## config.mk

```make
export PLATFORM = sky130hd
export DESIGN_NAME = nibble_assembler
export DESIGN_NICKNAME = d
export VERILOG_FILES = /design/src/rtl/nibble_assembler.sv
export SDC_FILE = /design/constraint.sdc
export NUM_CORES = 1
export LEC_CHECK = 0
export CAP_MARGIN = 15
export CORE_ASPECT_RATIO = 1.75
export CORE_MARGIN = 3
export CORE_UTILIZATION = 51
export DETAILED_ROUTE_END_ITERATION = 12
export HOLD_SLACK_MARGIN = 0.05
export PLACE_DENSITY = 0.73
export SYNTH_ARGS = -nofsm -noshare
export SYNTH_HDL_FRONTEND = slang
export SYNTH_SLANG_ARGS = --single-unit
```

## constraint.sdc

```tcl
create_clock -name clk -period 3.9 [get_ports clk]
set_clock_uncertainty 0.1 [all_clocks]
set_input_delay 1.17 -clock clk [delete_from_list [all_inputs] [get_ports clk]]
set_output_delay 1.17 -clock clk [all_outputs]
set_load 0.005 [all_outputs]
```

## src/rtl/nibble_assembler.sv

```systemverilog
// rtl/nibble_assembler.sv - pairs a valid/ready nibble stream into bytes and buffers them in a FIFO
//
// Ports:
//   clk, reset          single clock, synchronous active-high reset
//   nib_in/nib_valid    input nibble stream; nib_ready accepts it
//   swap_en             nibble order of the byte, latched with its first nibble
//   sync                drops any half-assembled byte; blocks input that cycle
//   byte_out/byte_valid FIFO head; byte_ready pops it
//   count               FIFO occupancy 0..DEPTH
//   err_swap            sticky: swap_en changed between the two nibbles of a byte
module nibble_assembler #(
  parameter int DEPTH = 4
) (
  input  logic                     clk,
  input  logic                     reset,
  input  logic [3:0]               nib_in,
  input  logic                     nib_valid,
  output logic                     nib_ready,
  input  logic                     swap_en,
  input  logic                     sync,
  output logic [7:0]               byte_out,
  output logic                     byte_valid,
  input  logic                     byte_ready,
  output logic [$clog2(DEPTH):0]   count,
  output logic                     err_swap
);

  localparam int AW = $clog2(DEPTH);
  localparam int CW = AW + 1;
  localparam logic [CW-1:0] DEPTH_C = CW'(DEPTH);

  localparam logic [0:0] ST_IDLE = 1'b0;
  localparam logic [0:0] ST_HALF = 1'b1;

  logic [0:0]    state;
  logic [3:0]    first_nib;
  logic          swap_q;
  logic [7:0]    mem [DEPTH];
  logic [AW-1:0] wr_ptr;
  logic [AW-1:0] rd_ptr;
  logic [AW-1:0] rd_next;
  logic [CW-1:0] count_next;
  logic [7:0]    push_data;
  logic [7:0]    head_next;
  logic          nib_fire;
  logic          push;
  logic          pop;

  // Only a completing nibble needs FIFO space; a first nibble is just held.
  assign nib_ready = !sync && (state == ST_IDLE || count < DEPTH_C);
  assign nib_fire  = nib_valid && nib_ready;
  assign push      = nib_fire && (state == ST_HALF);
  assign pop       = byte_valid && byte_ready;

  // The byte is always assembled with the order latched on its first nibble.
  assign push_data = swap_q ? {nib_in, first_nib} : {first_nib, nib_in};

  assign rd_next    = rd_ptr + AW'(pop);
  assign count_next = count + CW'(push) - CW'(pop);

  // byte_out is a register, so compute what the head will be after this edge.
  // If the slot being written is the next head (FIFO empty, or one entry
  // being popped), bypass the write data since mem is not updated yet.
  assign head_next = (push && (wr_ptr == rd_next)) ? push_data : mem[rd_next];

  always_ff @(posedge clk) begin
    if (push) begin
      mem[wr_ptr] <= push_data;
    end
  end

  always_ff @(posedge clk) begin
    if (reset) begin
      state      <= ST_IDLE;
      first_nib  <= 4'h0;
      swap_q     <= 1'b0;
      wr_ptr     <= '0;
      rd_ptr     <= '0;
      count      <= '0;
      byte_valid <= 1'b0;
      byte_out   <= 8'h00;
      err_swap   <= 1'b0;
    end else begin
      if (sync) begin
        state <= ST_IDLE;
      end else if (nib_fire) begin
        if (state == ST_IDLE) begin
          state     <= ST_HALF;
          first_nib <= nib_in;
          swap_q    <= swap_en;
        end else begin
          state <= ST_IDLE;
          if (swap_en != swap_q) begin
            err_swap <= 1'b1;
          end
        end
      end

      if (push) begin
        wr_ptr <= wr_ptr + AW'(1);
      end
      rd_ptr     <= rd_next;
      count      <= count_next;
      byte_valid <= (count_next != '0);
      if (count_next != '0) begin
        byte_out <= head_next;
      end
    end
  end

endmodule

```

==> results of run 1 <==
-- cell type report --
class | instances | area [um2]
Clock inverter | 3 | 20.02
Inverter | 22 | 82.58
Sequential cell | 55 | 1421
Tap cell | 51 | 63.81
Fill cell | 341 | 1700
Clock buffer | 5 | 68.82
Timing Repair Buffer | 27 | 260.3
Multi-Input combinational cell | 83 | 827.0
-- cell usage after synthesis (2+ instances only) --
cell / count
and2_1: 5
xnor2_1: 2
nand3_1: 9
edfxtp_1: 32
clkbuf_1: 2
a21oi_1: 3
nor2_1: 11
nand3b_1: 2
buf_2: 2
mux2i_1: 13
inv_1: 22
dfxtp_1: 23
mux4_2: 8
o221ai_1: 8
nor2b_1: 4
ha_1: 7
-- worst max path at each step --
stage	start	endpoint	slack, ns	cells past startpoint
CTS	sync	nib_ready	0.25	4
global placement	sync	byte_out[4]	0.04	11
finish	sync	nib_ready	0.25	4
detailed placement	sync	byte_out[0]	-0.03	11
global route	nib_valid	byte_out[3]	0.14	10
floorplan	sync	byte_out[0]	0.28	11
-- report_power, final --
part | leakage (nW) | internal [mW] | switching (mW)
combinational | 0.471 | 0.255 | 0.210
clock | 0.0363 | 0.125 | 0.178
sequential | 0.480 | 0.670 | 0.0349
total | 0.988 | 1.05 | 0.423
-- flip-flops by register name, summed over array words and instances, names as in the netlist --
register,cells
count,3
byte_out,8
state,1
swap_q,1
err_swap,1
rd_ptr,2
mem,32
byte_valid,1
wr_ptr,2
first_nib,4
-- metal layers --
| metal | global-route usage | routed length, um |
|---|---|---|
| met3 | 0.03758 | 154 |
| met1 | 0.1716 | 1575 |
| met4 | 0.06963 | 65 |
| met2 | 0.3368 | 2511 |
| met5 | 0 | 0 |
-- tightest hold or removal path: cells and delay by family, from the launching register on --
family,cells,cell delay (ns)
compound gates,1,0.04
flops,1,0.34
simple gates,1,0.06
-- stage by stage --
| step | TNS (ns) | setup slack (ns) | power [mW] | util | instance area, um2 |
|---|---|---|---|---|---|
| finish | 0 | 0.2548 | 1.473 | 0.6174 | 2744 |
| global route | 0 | 0.1365 | 1.567 | 0.6174 | 2744 |
| floorplan | 0 | 0.2774 | 1.011 | - | 2349 |
| global placement | 0 | 0.04280 | 1.172 | 0.5974 | 2655 |
| detailed placement | -0.09361 | -0.03062 | 1.191 | 0.5974 | 2655 |
| CTS | 0 | 0.2470 | 1.494 | 0.6174 | 2744 |
-- logic make-up (layout without fill, tap and decap cells) --
family                   after synthesis  in the layout  synth area share
AO/OA/AOI/OAI                         13             13           0.04528
AND/OR/NAND/NOR                       35             35           0.09056
adder cells (fa/ha/maj)                8              8           0.04582
buffers and inverters                 26             57           0.04262
XOR/XNOR                               6              6           0.03836
flip-flops                            55             55            0.6052
multiplexers                          21             21            0.1321
==> qor.csv, run 1 <==
metric,value,unit
slowest stage cell on the critical path,clkdlybuf4s50_1,
endpoint kind of the worst setup timing path,primary output,
run status,completed,
Initial Utilization,0.5284,
number of vias in the routed layout,1357,
per-instance average area after synthesis,14.32,um2
top-area cell type share of the netlist area,0.4092,
area of the core,0.004444,mm2
post-detailed-route wirelength per cell,17.50,um
sequential share of the synthesized area,0.6052,
number of port buffers,23,
TritonCTS clock tree,built,
number of antenna-violating nets in the routed design,0,
Worst Setup Path Type,in2out,
leading cell types by total area after synthesis,"edfxtp_1 41%, dfxtp_1 20%, mux4_2 7.7%, mux2i_1 5.5%, ha_1 3.7%",
post-CTS clock slew at the launch and capture registers of the worst setup and hold paths,0.09,ns
TritonCTS buffer count,5,
"slowest stage delay, CP",0.52,ns
startpoint class of the critical path,input pin,
overall track demand over capacity in global routing,0.1727,
Hold Path Cell Cnt,2,
crit-path cells,"clkdlybuf4s50_1, buf_4, a21oi_1, clkdlybuf4s50_1",
number of I/O pins,24,
antenna violations before repair,0,
number of enable flip-flop cells after synthesis,32,
total nets after synthesis,182,
floorplan die area,0.005487,mm2
Synth Flop Type,edfxtp_1,
first-pass GRT wire length,6.927,mm
number of diodes added for antenna fixing,0,
number of violations reported at the end of detailed-routing iteration 0,43,
Leak Pwr,0.9876,nW
period utilisation layout,0.9347,
global route overflow,0,
TritonRoute pass-1 iters,4,
arrival time worst endpoint,2.38,ns
count of cells resized by post-cts repair,0,
die width,57.30,um
# Max-Cap Violations,0,
Synth Cell Area,0.002349,mm2
hold endpoint,err_swap,
final critical path time including I/O delays and setup,3.645,ns
area growth from synthesis to layout,16.84,%
type of the most critical hold path,reg2reg,
hold-fix buffer count after cts,0,
Detail Placement HPWL,3.338,mm
worst reg2reg path endpoint,byte_out[3],
Achievable Freq,0.2743,GHz
clock latency on the worst-skew pair,0.30,ns
async set-or-reset flop fraction in the synthesized netlist,0,
cell repeated most along the worst path,clkdlybuf4s50_1,
Final Hold Viols,0,
worst hold start,err_swap,
via count of the first global-routing pass,1457,
final net count,212,
max-slew violation total from the final report,0,
post-CTS setup-driven buffer insertion count,0,
number of cells on the worst reg-to-reg path,9,
normalized max-slew margin,0.5731,
CTS HTree Levels,2,
"wirelength, routed",4.306,mm
worst r2r src,state,
peak fanout along the critical path,3,
largest net degree at the start of global routing,18,
"delay-heaviest family, CP",buffers and inverters,
worst reg-to-reg setup slack,1.25,ns
number of vias per cell,5.516,
ratio of cells with drive above 1 in the final layout,0.1333,
"flops & latches, synth",55,
power density normalized to cell area,536.8,mW/mm2
cell taking the most area after synthesis,edfxtp_1,
Final Setup Violations,0,
actual slew at the worst max-slew pin,0.6383,ns
clock net sink count,55,
number of warning messages in the yosys log,0,
most used cells in the layout excluding fill and tap cells,"32 x edfxtp_1, 23 x dfxtp_1, 23 x clkdlybuf4s50_1",
"number of standard cells in the layout, taps in and fillers out",246,
Cells after DPL,238,
Max Root-Sink Buffers,2,
worst hold-check slack,0.3720,ns
worst voltage drop across the vdd grid,0.3423,mV
Buf/Inv on CP,3,
"most common cell after layout, fill and taps aside",edfxtp_1,
required time of the critical path,2.63,ns
placer congestion estimate,0.7712,
unrepaired setup endpoints after global routing,false,
Cell Rows,32,
synth unique cells,27,
synthesized instance count,164,
buffer type at the clock tree root,clkbuf_8,
Vert. Die Dim,95.77,um
number of remaining DRC errors,0,
Power figures use the tool's default switching activity.
==> run 2, diff against run 1 <==
- GPL_TIMING_DRIVEN: default -> 0
- clock period: 3.9 -> 4.7 ns (I/O delays scaled with it)
==> qor.csv, run 2 (same netlist as run 1, synthesis figures left out) <==
metric,value,unit,change
run status,completed,,
"Cell Area, Placed",0.002643,mm2,-0.47%
Initial Utilization,0.5284,,unchanged
number of I/O pins,24,,unchanged
slowest stage cell on the critical path,clkdlybuf4s50_1,,
required time of the critical path,4.82,ns,+2.19 ns
crit-path cells,"clkdlybuf4s50_1, and4bb_4, buf_2, inv_1, ha_1, inv_1, ha_1, fa_1, xor3_2, a21oi_4, nand4_4, o221ai_1",,
floorplan die area,0.005487,mm2,unchanged
post-route standard cell area excluding fillers,0.002735,mm2,-0.32%
placer congestion estimate,0.7034,,-8.8%
power density normalized to cell area,444.2,mW/mm2,-17%
TritonRoute pass-1 iters,4,,unchanged
Cell Rows,32,,unchanged
final critical path time including I/O delays and setup,4.374,ns,
worst r2r src,state,,
endpoint kind of the worst setup timing path,register,,
largest net degree at the start of global routing,19,,+1
number of flip-flops under the largest register name,32,,unchanged
final net count,212,,unchanged
Worst Setup Path Type,in2reg,,
number of antenna-violating nets in the routed design,0,,unchanged
Cells after DPL,238,,unchanged
hold-fix buffer count after cts,0,,unchanged
post-CTS setup-driven buffer insertion count,0,,unchanged
# Max-Cap Violations,0,,unchanged
register bank with the most flops,mem,,
max-slew violation total from the final report,0,,unchanged
area of the core,0.004444,mm2,unchanged
"slowest stage delay, CP",0.48,ns,-0.04 ns
area growth from synthesis to layout,16.46,%,
Critical Path End,byte_out[2],,
number of vias per cell,5.435,,-1.5%
Regs by FF count,"mem: 32 flops, byte_out: 8 flops, first_nib: 4 flops",,
number of vias in the routed layout,1337,,-1.5%
ratio of cells with drive above 1 in the final layout,0.1231,,-0.01026
actual slew at the worst max-slew pin,0.6340,ns,-0.004342 ns
overall track demand over capacity in global routing,0.1732,,+0.0005680
number of port buffers,23,,unchanged
Final Setup Violations,0,,unchanged
Vert. Die Dim,95.77,um,unchanged
Achievable Freq,0.2286,GHz,
CTS HTree Levels,2,,unchanged
Max Root-Sink Buffers,2,,unchanged
period utilisation layout,0.9307,,
"wirelength, routed",4.189,mm,-2.7%
arrival time worst endpoint,4.49,ns,+2.11 ns
Final Hold Viols,0,,unchanged
Leak Pwr,0.9843,nW,-0.33%
via count of the first global-routing pass,1482,,+1.7%
die width,57.30,um,unchanged
unrepaired setup endpoints after global routing,false,,
startpoint class of the critical path,input pin,,
number of remaining DRC errors,0,,unchanged
Sum Neg Setup Slack,0,ns,unchanged
launching instance or port of the critical path,sync,,
most used cells in the layout excluding fill and tap cells,"32 x edfxtp_1, 23 x dfxtp_1, 23 x clkdlybuf4s50_1",,
"number of standard cells in the layout, taps in and fillers out",246,,unchanged
first-pass GRT wire length,7.169,mm,+3.5%
peak fanout along the critical path,10,,+7
worst voltage drop across the vdd grid,0.2992,mV,-13%
number of violations reported at the end of detailed-routing iteration 0,44,,+2.3%
TritonCTS buffer count,5,,unchanged
worst reg2reg path endpoint,byte_out[2],,
clock net sink count,55,,unchanged
count of cells resized by post-cts repair,0,,unchanged
Detail Placement HPWL,3.275,mm,-1.9%
normalized max-slew margin,0.5774,,+0.004228
number of cells on the worst reg-to-reg path,11,,+2
"most common cell after layout, fill and taps aside",edfxtp_1,,
TritonCTS clock tree,built,,
post-detailed-route wirelength per cell,17.03,um,-2.7%
number of diodes added for antenna fixing,0,,unchanged
antenna violations before repair,0,,unchanged
post-CTS clock slew at the launch and capture registers of the worst setup and hold paths,0.10,ns,about the same
clock latency on the worst-skew pair,0.30,ns,about the same
buffer type at the clock tree root,clkbuf_8,,
worst reg-to-reg setup slack,1.61,ns,+0.36 ns
type of the most critical hold path,reg2reg,,
global route overflow,0,,unchanged
run 2: metal layers:
| layer | up-vias | share of wire | GRT usage | wire [um] |
|---|---|---|---|---|
| met5 | - | 0 | 0 | 0 |
| met4 | 0 | 0.014 | 0.05996 | 58 |
| met3 | 6 | 0.027 | 0.03221 | 114 |
| met2 | 26 | 0.56 | 0.3273 | 2363 |
| met1 | 657 | 0.39 | 0.1905 | 1652 |
| li1 | 648 | - | - | - |
run 2: how the worst min path moves through the flow:
stage           startpoint          end  slack [ns]  cells past startpoint
6_report          err_swap     err_swap        0.38                      2
5_1_grt        byte_out[0]  byte_out[0]        0.42                      2
4_1_cts           err_swap     err_swap        0.39                      2
3_5_place_dp      err_swap     err_swap        0.36                      2
3_3_place_gp      err_swap     err_swap        0.35                      2
2_1_floorplan     err_swap     err_swap        0.36                      2
run 2: layout make-up:
class                           count  area [um2]
Clock inverter                      3       23.77
Timing Repair Buffer               23       230.2
Clock buffer                        5       68.82
Tap cell                           51       63.81
Fill cell                         349        1709
Buffer                              4       17.52
Sequential cell                    55        1421
Multi-Input combinational cell     83       827.0
Inverter                           22       82.58
run 2: worst max-delay path: cells and delay by family:
family / cells / cell delay (ns)
XOR/XNOR: 1 / 0.28
AND/OR/NAND/NOR: 2 / 0.59
buffers and inverters: 4 / 0.81
adder cells (fa/ha/maj): 3 / 0.83
AO/OA/AOI/OAI: 2 / 0.57
run 2: stage by stage:
stage / setup WS [ns] / utilization / hold slack, ns / total power, mW
2_1_floorplan: 0.8374 / - / 0.3604 / 0.8389
3_3_place_gp: 0.09554 / 0.5946 / 0.3525 / 0.9586
3_5_place_dp: -0.02706 / 0.5946 / 0.3641 / 0.9754
4_1_cts: 0.2994 / 0.6154 / 0.3875 / 1.231
5_1_grt: 0.1151 / 0.6154 / 0.4237 / 1.288
6_report: 0.3257 / 0.6154 / 0.3798 / 1.215
run 2: power by group:
group          total [mW]  internal, mW  switching, mW
logic               0.374         0.202          0.172
registers           0.582         0.556         0.0262
clock network       0.259         0.107          0.152
==> run 3, diff against run 2 <==
- CORE_UTILIZATION: 51 -> 45
- PLACE_DENSITY: 0.73 -> 0.66
==> qor.csv, run 3 (same netlist as run 1, synthesis figures left out) <==
metric,value,unit,change
final worst slack,0.2951,ns,-0.03056 ns
required time of the critical path,4.82,ns,about the same
# Max-Cap Violations,0,,unchanged
type of the most critical hold path,reg2reg,,
number of diodes added for antenna fixing,0,,unchanged
post-CTS clock slew at the launch and capture registers of the worst setup and hold paths,0.09,ns,about the same
number of I/O pins,24,,unchanged
hold-fix buffer count after cts,0,,unchanged
TritonCTS buffer count,5,,unchanged
Final Hold Viols,0,,unchanged
number of flip-flops under the largest register name,32,,unchanged
period utilisation layout,0.9372,,+0.006501
worst slack after detailed placement,-0.04001,ns,-0.01294 ns
largest net degree at the start of global routing,17,,-2
Final Setup Violations,0,,unchanged
worst hold-check slack,0.3818,ns,+0.001981 ns
number of vias per cell,5.554,,+2.2%
Worst Setup Path Type,in2reg,,
number of vias in the routed layout,1383,,+3.4%
number of antenna-violating nets in the routed design,0,,unchanged
final core utilization,0.5441,,-0.07131
first-pass GRT wire length,7.403,mm,+3.3%
antenna violations before repair,0,,unchanged
post-CTS setup-driven buffer insertion count,0,,unchanged
Initial Utilization,0.4678,,-0.06059
die width,60.61,um,+5.8%
Filler cells,432,,+24%
actual slew at the worst max-slew pin,0.6258,ns,-0.008117 ns
most used cells in the layout excluding fill and tap cells,"32 x edfxtp_1, 23 x dfxtp_1, 23 x clkdlybuf4s50_1",,
ratio of cells with drive above 1 in the final layout,0.1179,,-0.005128
final net count,212,,unchanged
Regs by FF count,"mem: 32 flops, byte_out: 8 flops, first_nib: 4 flops",,
normalized max-slew margin,0.5828,,+0.005412
"wirelength, routed",4.425,mm,+5.6%
startpoint class of the critical path,input pin,,
crit-path cells,"clkdlybuf4s50_1, and4bb_4, buf_2, inv_1, ha_1, inv_1, ha_1, fa_1, xor3_2, a21oi_4, nand4_4, o221ai_1",,
via count of the first global-routing pass,1516,,+2.3%
overall track demand over capacity in global routing,0.1645,,-0.008754
TritonCTS clock tree,built,,
clock latency on the worst-skew pair,0.30,ns,about the same
TritonRoute pass-1 iters,4,,unchanged
max-slew violation total from the final report,0,,unchanged
"most common cell after layout, fill and taps aside",edfxtp_1,,
count of cells resized by post-cts repair,0,,unchanged
Detail Placement HPWL,3.407,mm,+4.0%
"delay-heaviest family, CP",adder cells,,
"slowest stage delay, CP",0.48,ns,about the same
endpoint kind of the worst setup timing path,register,,
post-route standard cell area excluding fillers,0.002731,mm2,-0.14%
unrepaired setup endpoints after global routing,false,,
Cell Rows,34,,+6.3%
run status,completed,,
Leak Pwr,0.9809,nW,-0.35%
floorplan die area,0.006156,mm2,+12%
final critical path time including I/O delays and setup,4.405,ns,+0.03056 ns
Max Root-Sink Buffers,2,,unchanged
global route overflow,0,,unchanged
Vert. Die Dim,101.6,um,+6.1%
buffer type at the clock tree root,clkbuf_8,,
number of remaining DRC errors,0,,unchanged
worst voltage drop across the vdd grid,0.2224,mV,-26%
number of violations reported at the end of detailed-routing iteration 0,49,,+11%
"Cell Area, Placed",0.002646,mm2,+0.14%
arrival time worst endpoint,4.53,ns,+0.04 ns
area growth from synthesis to layout,16.30,%,
peak fanout along the critical path,10,,unchanged
slowest stage cell on the critical path,clkdlybuf4s50_1,,
area of the core,0.005020,mm2,+13%
post-detailed-route wirelength per cell,17.77,um,+4.4%
number of port buffers,23,,unchanged
power density normalized to cell area,444.9,mW/mm2,+0.16%
Achievable Freq,0.2270,GHz,-0.69%
Buf/Inv on CP,4,,unchanged
placer congestion estimate,0.7139,,+1.5%
clock net sink count,55,,unchanged
register bank with the most flops,mem,,
CTS HTree Levels,2,,unchanged
-- run 3: path summary, 6_finish.rpt --
| check | start | to | slack [ns] | cells past startpoint |
|---|---|---|---|---|
| worst max-delay path | sync | byte_out[0] | 0.30 | 12 |
| worst min-delay path | err_swap | err_swap | 0.38 | 2 |
| worst max register to register | state | byte_out[0] | 1.58 | 11 |
| worst min register to register | err_swap | err_swap | 0.38 | 2 |
-- run 3: per-stage QoR --
step / cells / TNS, ns / total power, mW
global placement: 241 / 0 / 0.9622
CTS: 249 / 0 / 1.233
floorplan: 164 / 0 / 0.8389
finish: 249 / 0 / 1.215
global route: 249 / 0 / 1.291
detailed placement: 241 / -0.1500 / 0.9833
-- run 3: layer usage --
metal	routed length, um	global-route usage	vias up
li1	-	-	654
met1	1629	0.1774	685
met2	2558	0.3092	36
met3	154	0.02423	8
met4	84	0.06010	0
met5	0	0	-
-- run 3: layout make-up --
| class | count | area, um2 | share of cell area |
|---|---|---|---|
| well taps | 54 | 67.56 | 0.02474 |
| repair buffers | 23 | 230.2 | 0.08429 |
| inverters | 22 | 82.58 | 0.03023 |
| flip-flops and latches | 55 | 1421 | 0.5204 |
| clock buffers | 6 | 72.57 | 0.02657 |
| multi-input cells | 83 | 827.0 | 0.3028 |
| plain buffers | 4 | 17.52 | 0.006413 |
| clock inverters | 2 | 12.51 | 0.004581 |
-- run 3: worst min-delay path, stage by stage, from the launching register on --
cell	delay (ns)
dfxtp_1	0.34
a21oi_1	0.04
nor2_1	0.07
-- run 3: where the power goes --
group	switching [mW]	total (mW)	internal (mW)
clock network	0.148	0.252	0.104
registers	0.0266	0.583	0.556
logic	0.178	0.381	0.202
total	0.353	1.22	0.862
